## config.mk

```make
export PLATFORM = sky130hd
export DESIGN_NAME = if_prefetch_stage
export DESIGN_NICKNAME = d
export VERILOG_FILES = /design/src/rtl/if_prefetch_stage_pkg.sv /design/src/rtl/if_inst_buf.sv /design/src/rtl/if_prefetch_stage.sv
export SDC_FILE = /design/constraint.sdc
export NUM_CORES = 1
export LEC_CHECK = 0
export CAP_MARGIN = 10
export CORE_AREA = 2 2 182 184
export DETAILED_ROUTE_END_ITERATION = 16
export DIE_AREA = 0 0 184 186
export GPL_ROUTABILITY_DRIVEN = 1
export GPL_TIMING_DRIVEN = 0
export PLACE_DENSITY = 0.81
export SYNTH_ARGS = -nofsm -noshare
export SYNTH_HDL_FRONTEND = slang
export SYNTH_SLANG_ARGS = --single-unit
```

## constraint.sdc

```tcl
create_clock -name clk -period 6 [get_ports clk]
set_input_delay 0.9 -clock clk [delete_from_list [all_inputs] [get_ports clk]]
set_output_delay 0.9 -clock clk [all_outputs]
set_load 0.02 [all_outputs]
```

## src/rtl/if_prefetch_stage_pkg.sv

```systemverilog
// Shared widths, exception codes and FSM encodings
// for the prefetching instruction-fetch stage.
package if_prefetch_stage_pkg;

   localparam int BR_BUS_WD       = 33;
   localparam int FS_TO_DS_BUS_WD = 72;
   localparam int WS_TO_FS_BUS_WD = 67;

   localparam logic [5:0]  ECODE_ADE     = 6'h08;
   localparam logic        ESUBCODE_ADEF = 1'b0;
   localparam logic [31:0] ADEF_INST     = 32'h0010_0000;

   typedef enum logic {
      S_RUN  = 1'b0,
      S_HALT = 1'b1
   } fs_state_e;

   typedef struct packed {
      logic        esubcode;
      logic [5:0]  ecode;
      logic        ex;
      logic [31:0] inst;
      logic [31:0] pc;
   } fs_to_ds_t;

endpackage

```

## src/rtl/if_inst_buf.sv

```systemverilog
// Synchronous FIFO with flush; push is accepted
// when full if a pop happens in the same cycle.
module if_inst_buf #(
   parameter int WIDTH = 32,
   parameter int DEPTH = 4
) (
   input  logic                     clk,
   input  logic                     reset,
   input  logic                     flush_i,
   input  logic                     push_i,
   input  logic [WIDTH-1:0]         data_i,
   input  logic                     pop_i,
   output logic [WIDTH-1:0]         data_o,
   output logic [$clog2(DEPTH):0]   count_o
);

   localparam int AW = (DEPTH > 1) ? $clog2(DEPTH) : 1;
   localparam int CW = $clog2(DEPTH) + 1;

   logic [WIDTH-1:0] mem_q [DEPTH];
   logic [AW-1:0]    rd_q;
   logic [AW-1:0]    wr_q;
   logic [CW-1:0]    cnt_q;
   logic             do_pop;
   logic             do_push;

   function automatic logic [AW-1:0] ptr_inc(
      input logic [AW-1:0] p
   );
      return (p == AW'(DEPTH - 1)) ? '0 : p + 1'b1;
   endfunction

   assign do_pop  = pop_i && (cnt_q != '0);
   assign do_push = push_i &&
                    ((cnt_q != CW'(DEPTH)) || do_pop);

   always_ff @(posedge clk) begin
      if (reset || flush_i) begin
         rd_q  <= '0;
         wr_q  <= '0;
         cnt_q <= '0;
      end else begin
         if (do_push) wr_q <= ptr_inc(wr_q);
         if (do_pop)  rd_q <= ptr_inc(rd_q);
         if (do_push && !do_pop)
            cnt_q <= cnt_q + 1'b1;
         else if (do_pop && !do_push)
            cnt_q <= cnt_q - 1'b1;
      end
   end

   always_ff @(posedge clk) begin
      if (do_push && !flush_i) mem_q[wr_q] <= data_i;
   end

   assign data_o  = mem_q[rd_q];
   assign count_o = cnt_q;

endmodule

```

## src/rtl/if_prefetch_stage.sv

```systemverilog
// Fetch stage: pipelined SRAM-like requests, pc tag
// queue, instruction buffer and redirect cancellation.
module if_prefetch_stage
   import if_prefetch_stage_pkg::*;
#(
   parameter logic [31:0] RESET_PC        = 32'h1c00_0000,
   parameter int          IB_DEPTH        = 4,
   parameter int          MAX_OUTSTANDING = 2
) (
   input  logic                       clk,
   input  logic                       reset,
   input  logic                       ds_allowin,
   input  logic [BR_BUS_WD-1:0]       br_bus,
   input  logic [WS_TO_FS_BUS_WD-1:0] ws_to_fs_bus,
   output logic                       fs_to_ds_valid,
   output logic [FS_TO_DS_BUS_WD-1:0] fs_to_ds_bus,
   output logic                       inst_sram_req,
   output logic                       inst_sram_wr,
   output logic [1:0]                 inst_sram_size,
   output logic [31:0]                inst_sram_addr,
   input  logic                       inst_sram_addr_ok,
   input  logic                       inst_sram_data_ok,
   input  logic [31:0]                inst_sram_rdata
);

   localparam int IW = $clog2(IB_DEPTH) + 1;
   localparam int OW = $clog2(MAX_OUTSTANDING) + 1;
   localparam int CW = IW + 1;

   fs_state_e   state_q, state_d;
   logic [31:0] pc_q, pc_d;
   logic [OW-1:0] cancel_q, cancel_d;

   logic        br_taken, final_ex, ertn_flush;
   logic [31:0] br_target, ex_era, ex_entry;
   logic        redirect;
   logic [31:0] target;
   logic        unused_has_int;

   logic [IW-1:0] ib_cnt;
   logic [OW-1:0] out_cnt;
   logic [CW-1:0] inflight;
   logic [31:0]   tag_pc;
   logic          issue, resp_push, adef_push;
   logic          ib_push, ib_pop;
   fs_to_ds_t     ib_din, ib_head;

   assign br_taken       = br_bus[32];
   assign br_target      = br_bus[31:0];
   assign unused_has_int = ws_to_fs_bus[66];
   assign ex_era         = ws_to_fs_bus[65:34];
   assign ex_entry       = ws_to_fs_bus[33:2];
   assign final_ex       = ws_to_fs_bus[1];
   assign ertn_flush     = ws_to_fs_bus[0];

   // Exceptions/ertn override a branch in the same cycle
   assign redirect = final_ex | br_taken;
   assign target   = final_ex ?
                     (ertn_flush ? ex_era : ex_entry) :
                     br_target;

   assign inflight = CW'(ib_cnt) + CW'(out_cnt);

   always_ff @(posedge clk) begin
      if (reset) state_q <= S_RUN;
      else       state_q <= state_d;
   end

   always_comb begin
      state_d = state_q;
      unique case (state_q)
         S_RUN:  if (adef_push) state_d = S_HALT;
         S_HALT: state_d = S_HALT;
      endcase
      if (redirect) state_d = S_RUN;
   end

   always_comb begin
      inst_sram_req = 1'b0;
      adef_push     = 1'b0;
      if (state_q == S_RUN && !redirect && !reset) begin
         if (pc_q[1:0] != 2'b00)
            adef_push = (out_cnt == '0) &&
                        (ib_cnt < IW'(IB_DEPTH));
         else
            inst_sram_req =
               (out_cnt < OW'(MAX_OUTSTANDING)) &&
               (inflight < CW'(IB_DEPTH));
      end
   end

   assign issue = inst_sram_req & inst_sram_addr_ok;

   // Every in-flight request, counted or not, goes stale
   always_comb begin
      cancel_d = cancel_q;
      if (redirect)
         cancel_d = out_cnt - OW'(inst_sram_data_ok);
      else if (inst_sram_data_ok && cancel_q != '0)
         cancel_d = cancel_q - 1'b1;
   end

   always_comb begin
      pc_d = pc_q;
      if (redirect)   pc_d = target;
      else if (issue) pc_d = pc_q + 32'd4;
   end

   always_ff @(posedge clk) begin
      if (reset) begin
         pc_q     <= RESET_PC;
         cancel_q <= '0;
      end else begin
         pc_q     <= pc_d;
         cancel_q <= cancel_d;
      end
   end

   assign resp_push = inst_sram_data_ok &&
                      cancel_q == '0 && !redirect;
   assign ib_push   = resp_push | adef_push;
   assign ib_pop    = fs_to_ds_valid & ds_allowin;

   always_comb begin
      ib_din = '{1'b0, 6'h0, 1'b0,
                 inst_sram_rdata, tag_pc};
      if (adef_push)
         ib_din = '{ESUBCODE_ADEF, ECODE_ADE, 1'b1,
                    ADEF_INST, pc_q};
   end

   if_inst_buf #(
      .WIDTH (32),
      .DEPTH (MAX_OUTSTANDING)
   ) u_tag_q (
      .clk     (clk),
      .reset   (reset),
      .flush_i (1'b0),
      .push_i  (issue),
      .data_i  (pc_q),
      .pop_i   (inst_sram_data_ok),
      .data_o  (tag_pc),
      .count_o (out_cnt)
   );

   if_inst_buf #(
      .WIDTH (FS_TO_DS_BUS_WD),
      .DEPTH (IB_DEPTH)
   ) u_ib (
      .clk     (clk),
      .reset   (reset),
      .flush_i (redirect),
      .push_i  (ib_push),
      .data_i  (ib_din),
      .pop_i   (ib_pop),
      .data_o  (ib_head),
      .count_o (ib_cnt)
   );

   assign fs_to_ds_valid = (ib_cnt != '0) && !redirect;
   assign fs_to_ds_bus   = fs_to_ds_valid ? ib_head : '0;
   assign inst_sram_wr   = 1'b0;
   assign inst_sram_size = 2'd2;
   assign inst_sram_addr = pc_q;

endmodule

```

==> qor.txt <==
Clock sinks: 373
Yosys top cell by area: edfxtp_1
Required @ worst endpoint: 5.10 ns
Crit path DAT: 4.43 ns
First-pass GRT wire length: 57800 µm
Design area: 20300 µm²
Min-delay worst type: reg2reg
Die area: 34200 µm²
Ys Warns: 0
WL/cell: 21.6 µm
Final Slew Violations: 0
Routability cong.: 0.904
Post-route DRC violation count: 0
Max_cap viols: 0
Sw frac: 22.2%
Port-buffer cells: 234
Cell leakage power: 6.74 nW
1st-iter DRT viols: 754
Clock power share: 39.3%
Logic pwr share: 10.6%
RSZ-0062 raised after global routing: no
Layout Skew: 0.0170 ns
Via count: 10200
Cell count after synthesis: 1048
Worst-path clk slew: 0.06 ns
Post-synthesis sequential area ratio: 66.9%
P_sw: 0.00133 W
Layout cells sized above 1: 11.4%
Starting density of the core: 49.7%
Placed Area: 19000 µm²
Detailed Place HPWL: 26100 µm
Largest net degree at the start of global routing: 58
Yosys cell types: 60
Power Internal: 0.00466 W
Minimum clock period: 5.33 ns
I/O Pins: 246
CTS Root Cell: clkbuf_16
CTS tree: done
EDFF count, synth: 324
Most frequently used flop master after synthesis: edfxtp_1
Antenna diode count: 0
Post-cts gate resize count: 0
Async S/R FF share, synth: 0%
H-tree Lvls: 2
CTS Hold Bufs: 0
Critical path class: in2out
Pre-CTS WS: 0.584 ns
DR pass1 iterations: 5
Post-route ant nets: 0
Largest fanout on the critical path: 10
Cell Area, Synth: 16000 µm²
Final period util: 88.8%
GRT Resource Usage Total: 22.6%
Clock buffer depth: 3
Area contributors post-synth: edfxtp_1 61%, mux4_2 9.1%, dfxtp_1 6.1%
Flop pwr share: 50.2%
Post-Route WL: 38200 µm
DR vias/cell: 5.75
Worst Tran Pin Value: 0.979 ns
Pwr dens: 296 nW/µm²
Postcts setup bufs: 0
Most frequent cells in the layout: 324 x edfxtp_1, 234 x clkdlybuf4s50_1, 98 x and2_1
Max Clock Freq: 188 MHz
Slew HR: 34.6%
Peak supply drop: 188 µV
TritonCTS Buffers: 38
Area Overhead vs Synth: 26.7%
Chip width: 184 µm
Yosys reg bits: 373
Most common cell after layout, fill and taps aside: edfxtp_1
Setup slack after layout: 0.670 ns
Die height: 186 µm
Vias in the first global route: 10300
Total core area: 32200 µm²
CP Launch Type: primary input
Nets: 1482
Site Rows: 66
Synth top area share: 60.8%
Initial antenna violation count: 0
Post-Route Setup TNS: 0 ns
Final core occ: 62.9%
Crit. End Element: output port
Worst skew pair latency: 0.52 ns
Final setup viols: 0
Hold Vio Cnt, Final: 0
Status: finished, final reports clean
Total grt overflow: 0
Syn Area/Cell: 15.3 µm²
## sequential cells by signal, summed over array words and instances (netlist names), named ones only
| name | count |
|---|---|
| u_tag_q.mem_q | 64 |
| inst_sram_addr | 32 |
| u_tag_q.rd_q | 1 |
| u_ib.count_o | 3 |
| u_ib.mem_q | 260 |
| u_ib.rd_q | 2 |
| u_tag_q.wr_q | 1 |
| state_q | 1 |
| cancel_q | 2 |
| u_tag_q.count_o | 2 |
| u_ib.wr_q | 2 |
## final cells by class
type	instances	area [µm²]
plain buffers	72	310
clock buffers	53	1110
clock inverters	15	150
fillers	2367	11900
inverters	12	45.0
multi-input cells	598	4980
flip-flops and latches	373	10700
well taps	408	510
repair buffers	238	2450
## Yosys cell counts, types with 5 or more instances
cell type    n
a31oi_1      6
mux2i_1     62
inv_1       11
nand3_1     19
nor2_1      82
mux4_2      65
buf_1        9
o21ai_0     13
nor2b_1      5
and2_1     102
xor2_1      11
nand4_1      6
ha_1        11
nor4_1       6
a221o_1      9
a221oi_1     7
clkbuf_1    51
xnor2_1     10
nand2_1     20
a21oi_1     58
buf_4       10
nor3_1      10
and4_1       5
edfxtp_1   324
mux2_2       6
or3_1        6
a211oi_1    13
and3_1      16
dfxtp_1     49
## worst max-delay path: stages
cell,delay (ns)
clkdlybuf4s50_1,0.44
or2_2,0.30
clkbuf_1,0.28
nor2_1,0.67
clkbuf_1,0.59
clkbuf_1,0.39
and2_1,0.20
clkdlybuf4s50_1,0.65
## metrics by stage
stage | total power (W) | cells | hold WS [ns]
global route | 0.00620 | 1769 | 0.521
detailed placement | 0.00369 | 1701 | 0.453
global placement | 0.00366 | 1697 | 0.448
finish | 0.00599 | 1769 | 0.464
CTS | 0.00603 | 1769 | 0.467
floorplan | 0.00341 | 1055 | 0.434
## power groups by stage
stage	sequential (W)	combinational [W]	clock, W
floorplan	0.00306	0.000352	0
global placement	0.00306	0.000605	0
detailed placement	0.00306	0.000627	0
CTS	0.00301	0.000633	0.00239
global route	0.00301	0.000685	0.00250
finish	0.00301	0.000634	0.00235
## path summary, 6_finish.rpt
path | from | end | slack (ns) | cells after the start
setup / recovery | ws_to_fs_bus[1] | fs_to_ds_bus[28] | 0.67 | 8
hold / removal | state_q | state_q | 0.46 | 2
setup reg to reg | u_ib.count_o[2] | u_ib.count_o[2] | 2.23 | 12
hold reg to reg | state_q | state_q | 0.46 | 2
## metal layers
metal / track usage, % / wire length (µm) / part of all wire, %
met3: 4.28 / 3090 / 8.1
met4: 8.22 / 1180 / 3.1
met1: 27.9 / 14600 / 38
met5: 0 / 0 / 0
met2: 39.7 / 19300 / 51
## logic make-up after synthesis
kind of cell / share of synthesized area, %
compound gates: 5.37
fa+ha+maj: 0.985
other cells: 0.0469
flops: 66.9
mux: 13.5
xor+xnor: 1.15
buf+inv: 2.22
simple gates: 9.83
Note: power is estimated with default switching activity, not from simulation.
